===== src/rtl/fpnew_result_fifo.sv =====
// fpnew_result_fifo
// In-order result buffer placed after an opgroup block. Entries carrying
// {tag, extension bit, status, result} are accepted through a valid/ready
// handshake, stored in a small circular flip-flop FIFO and presented in
// order downstream. Status of every popped entry is OR-ed into sticky
// fflags for the CSR update.
//
// Ports:
//   clk_i, rst_i          clock (rising edge), synchronous active-high reset
//   flush_i               drop all stored entries (fflags kept)
//   in_valid_i/in_ready_o upstream handshake; result_i, status_i,
//                         extension_bit_i, tag_i sampled on push
//   out_valid_o/out_ready_i downstream handshake; result_o, status_o,
//                         extension_bit_o, tag_o show the head entry
//   fflags_o, fflags_clr_i sticky status accumulator and its clear
//   count_o, busy_o       occupancy and non-empty indication
module fpnew_result_fifo #(
    parameter int unsigned Width = 32,
    parameter int unsigned Depth = 4
) (
    input  logic                       clk_i,
    input  logic                       rst_i,
    input  logic                       flush_i,
    input  logic                       in_valid_i,
    output logic                       in_ready_o,
    input  logic [Width-1:0]           result_i,
    input  logic [4:0]                 status_i,
    input  logic                       extension_bit_i,
    input  logic                       tag_i,
    output logic                       out_valid_o,
    input  logic                       out_ready_i,
    output logic [Width-1:0]           result_o,
    output logic [4:0]                 status_o,
    output logic                       extension_bit_o,
    output logic                       tag_o,
    output logic [4:0]                 fflags_o,
    input  logic                       fflags_clr_i,
    output logic [$clog2(Depth+1)-1:0] count_o,
    output logic                       busy_o
);

    localparam int unsigned PtrW   = $clog2(Depth);
    localparam int unsigned CntW   = $clog2(Depth+1);
    localparam int unsigned EntryW = Width + 7;

    logic [EntryW-1:0] mem_q [Depth];
    logic [EntryW-1:0] head;
    logic [PtrW-1:0]   wptr_q, wptr_d, rptr_q, rptr_d;
    logic [CntW-1:0]   cnt_q, cnt_d;
    logic [4:0]        fflags_q, fflags_d;
    logic              push, pop;

    assign in_ready_o  = (cnt_q != CntW'(Depth));
    assign out_valid_o = (cnt_q != '0);
    assign push        = in_valid_i & in_ready_o;
    assign pop         = out_valid_o & out_ready_i;

    // Head fields are forced to zero while empty so outputs read 0 after
    // reset even though the storage array itself is not reset.
    assign head            = mem_q[rptr_q];
    assign result_o        = out_valid_o ? head[Width-1:0]        : '0;
    assign status_o        = out_valid_o ? head[Width+4:Width]    : '0;
    assign extension_bit_o = out_valid_o ? head[Width+5]          : 1'b0;
    assign tag_o           = out_valid_o ? head[Width+6]          : 1'b0;

    assign fflags_o = fflags_q;
    assign count_o  = cnt_q;
    assign busy_o   = out_valid_o;

    always_comb begin
        wptr_d   = wptr_q;
        rptr_d   = rptr_q;
        cnt_d    = cnt_q;
        fflags_d = fflags_clr_i ? '0 : fflags_q;
        if (flush_i) begin
            wptr_d = '0;
            rptr_d = '0;
            cnt_d  = '0;
        end else begin
            if (push) begin
                wptr_d = (wptr_q == PtrW'(Depth-1)) ? '0 : wptr_q + PtrW'(1);
            end
            if (pop) begin
                rptr_d   = (rptr_q == PtrW'(Depth-1)) ? '0 : rptr_q + PtrW'(1);
                fflags_d = fflags_d | status_o;
            end
            if (push && !pop) begin
                cnt_d = cnt_q + CntW'(1);
            end else if (pop && !push) begin
                cnt_d = cnt_q - CntW'(1);
            end
        end
    end

    always_ff @(posedge clk_i) begin
        if (rst_i) begin
            wptr_q   <= '0;
            rptr_q   <= '0;
            cnt_q    <= '0;
            fflags_q <= '0;
        end else begin
            wptr_q   <= wptr_d;
            rptr_q   <= rptr_d;
            cnt_q    <= cnt_d;
            fflags_q <= fflags_d;
        end
    end

    // Storage carries no reset; a write is simply suppressed on reset/flush.
    always_ff @(posedge clk_i) begin
        if (push && !flush_i && !rst_i) begin
            mem_q[wptr_q] <= {tag_i, extension_bit_i, status_i, result_i};
        end
    end

endmodule


===== config.mk =====
export PLATFORM = sky130hd
export DESIGN_NAME = fpnew_result_fifo
export DESIGN_NICKNAME = d
export VERILOG_FILES = /design/src/rtl/fpnew_result_fifo.sv
export SDC_FILE = /design/constraint.sdc
export NUM_CORES = 1
export LEC_CHECK = 0
export BUFFER_PORTS_ARGS = -buffer_cell sky130_fd_sc_hd__buf_4
export CAP_MARGIN = 15
export CORE_MARGIN = 2
export CORE_UTILIZATION = 45
export DETAILED_ROUTE_END_ITERATION = 16
export MAX_ROUTING_LAYER = met4
export PLACE_DENSITY = 0.69
export SLEW_MARGIN = 10
export SYNTH_ARGS = -nofsm -noshare
export SYNTH_HDL_FRONTEND = slang
export SYNTH_SLANG_ARGS = --single-unit

===== constraint.sdc =====
create_clock -name clk_i -period 3.21 [get_ports clk_i]
set_input_delay 0.642 -clock clk_i [delete_from_list [all_inputs] [get_ports clk_i]]
set_output_delay 0.642 -clock clk_i [all_outputs]
set_load 0.01 [all_outputs]

==> run_results.csv <==
group,metric,value,unit
job,drv_cap,0,
critical_path,arrival,2.15,ns
finish,layout.nets,471,
sta,relSlewSlack,60.31,%
synthesis,syn_area,6514,sq um
clock_network,cts_tree,"yes",
route,vias,3213,
synthesis,synthArstFlopShare,0,%
synthesis,synth_nets,363,
power_and_ir_drop,p_leak,2.763,nW
grt,grt_pass1_wl,19090,microns
clock_network,clk_pin_slew_worst_paths,0.07,ns
die,start_util,46.57,%
synthesis,syn_area_per_cell,20.94,sq um
synthesis,synth_edf_count,156,
route,firstDrtPassIters,4,
power_and_ir_drop,vdd_drop_max,0.0003712,V
sta,finalSetupViolCount,0,
synthesis,synthCells,311,
finish,drive_gt1_share,41.90,%
synthesis,yosys_warnings,0,
route,detail-route-antenna-nets,0,
clock_network,cts.sinks,170,
finish,fillerInstances,1062,
clock_network,insertion_delay,0.42,ns
grt,grt_start_max_net_pins,41,
synthesis,synth.most_common_cell,"edfxtp_1",
clock_network,clock_path_buffers,2,
route,drc,0,
synthesis,yosys_most_used_dff,"edfxtp_1",
critical_path,start_kind,"flop",
clock_network,hold_buffers,0,
finish,diodes,0,
outcome,status,"completed",
die,die_x,124.3,microns
placement,io_buffer_count,94,
grt,grt_pass1_vias,3395,
route,wl_per_cell,19.41,microns
critical_path,critPathMaxFanout,20,
critical_path,end_kind,"primary output",
die,die-area,15450,sq um
grt,antenna_found_initial,0,
sta,rsz0062_at_grt,"no",
sta,worst_pin_slew,0.5954,ns
finish,syn_to_final_growth,23.72,%
sta,fmax,357.9,MHz
grt,globalRouteTotalUtil,16.90,%
sta,skew,0.007403,ns
sta,fin_crit_sh,87.05,%
critical_path,crit_type,"flop to primary output",
critical_path,required,2.57,ns
die,rows,43,
die,core,13990,sq um
sta,drv_slew,0,
finish,final_core_util,57.61,%
placement,place_congestion,0.7150,
route,vias_per_cell,5.250,
route,routed_wl,11880,microns
synthesis,synthTopCellsByArea,"edfxtp_1, mux4_2, dfxtp_1",
die,io_pins,95,
clock_network,post_cts_resized,0,
clock_network,cts_setup_buffers,0,
route,drt_iter0_drc,281,
synthesis,ys_types,26,
synthesis,synthTopCellsByCount,"edfxtp_1, mux4_2, nor2b_1",
grt,grt-ovfl-total,0,
synthesis,seq_area_frac_synth,76.22,%
synthesis,yosys.area.top_type_share,71.92,%
sta,hold_viol,0,
power_and_ir_drop,power_density,599.0,nW/um^2
die,die_h,124.3,microns
clock_network,cts_buffers,17,
clock_network,root_buffer,"clkbuf_16",
synthesis,ys_ff_latch,170,
clock_network,htreeDepth,4,
synthesis,yosysTopAreaCell,"edfxtp_1",
sta,fin_setup_tns,0,ns
placement,dp.final_hpwl,7278,microns
worst_hold_path,hold_path_class,"primary input to flop",
sta,period_needed,2.794,ns
==> worst paths after layout <==
path                             endpoint                     from  slack, ns  cells after the start
setup / recovery              result_o[6]                     flop       0.42                      4
hold / removal     mem_q[3][24]$_DFFE_PP_             result_i[24]       0.42                      1
setup reg to reg  count_o[2]$_SDFFE_PP0P_  count_o[0]$_SDFFE_PP0P_       0.96                      8
hold reg to reg    fflags_o[2]$_SDFF_PP0_   fflags_o[2]$_SDFF_PP0_       0.50                      1
==> through the flow <==
stage	worst slack, ns	area, sq um	total power (W)	std cells	hold slack, ns
2_1_floorplan	0.9167	6514	0.002752	311	0.4634
3_3_place_gp	0.8094	7508	0.002991	580	0.4648
3_5_place_dp	0.8012	7508	0.003004	580	0.4757
4_1_cts	0.3497	8059	0.004882	612	0.4074
5_1_grt	0.2606	8059	0.005004	612	0.4041
6_report	0.4158	8059	0.004828	612	0.4208
==> logic make-up (layout without fill, tap and decap cells) <==
group           Yosys count  count (layout)  share of synthesized area, %
fa+ha+maj                 7               7                         1.460
buf+inv                  20             141                         1.594
simple gates             58              58                         5.263
xor+xnor                  2               2                        0.2690
mux                      41              41                         13.79
flops                   170             170                         76.22
compound gates           13              13                         1.402
==> sequential cells by signal, indices dropped and copies added, names as in the netlist, named ones only <==
| name | cells |
|---|---|
| count_o | 3 |
| wptr_q | 2 |
| fflags_o | 5 |
| mem_q | 156 |
| rptr_q | 2 |
==> power breakdown <==
part / switching (W) / internal (W) / leakage, nW
clock: 0.000821 / 0.00106 / 0.257
combinational: 0.000235 / 0.000237 / 0.983
sequential: 0.0000238 / 0.00245 / 1.52
total: 0.00108 / 0.00375 / 2.76
==> layout make-up <==
cell class,count,area [sq um],area share (%)
Timing Repair Buffer,103,835.8,10.37
Clock inverter,15,125.1,1.553
Inverter,6,22.52,0.2795
Sequential cell,170,4970,61.67
Multi-Input combinational cell,121,1455,18.06
Clock buffer,17,425.4,5.279
Tap cell,180,225.2,2.795
==> per-layer routing <==
metal | routed length [microns] | global-route usage [%] | share of wire (%) | vias to the layer above
li1 | - | - | - | 1463
met1 | 5102 | 21.91 | 43 | 1658
met2 | 6142 | 26.33 | 52 | 87
met3 | 554 | 5.026 | 4.7 | 5
met4 | 79 | 4.759 | 0.67 | 0
met5 | 0 | - | 0 | -
==> worst max-delay path, stage by stage, from the launching register on <==
cell	delay [ns]
dfxtp_4	0.60
buf_4	0.29
mux4_2	0.51
nor2b_1	0.16
buf_4	0.17
==> placed cells by master, fill, tap and decap left out, types with 3 or more instances in the layout <==
cell	n
edfxtp_1	156
buf_4	98
mux4_2	39
nor2b_1	39
clkbuf_16	17
dfxtp_1	12
nor2_1	7
inv_1	6
ha_1	6
a22o_1	5
clkinvlp_4	5
buf_12	5
and3_2	4
a21oi_1	4
o21ai_0	3
clkinv_2	3
No activity file was read; power rests on OpenSTA's default activity.
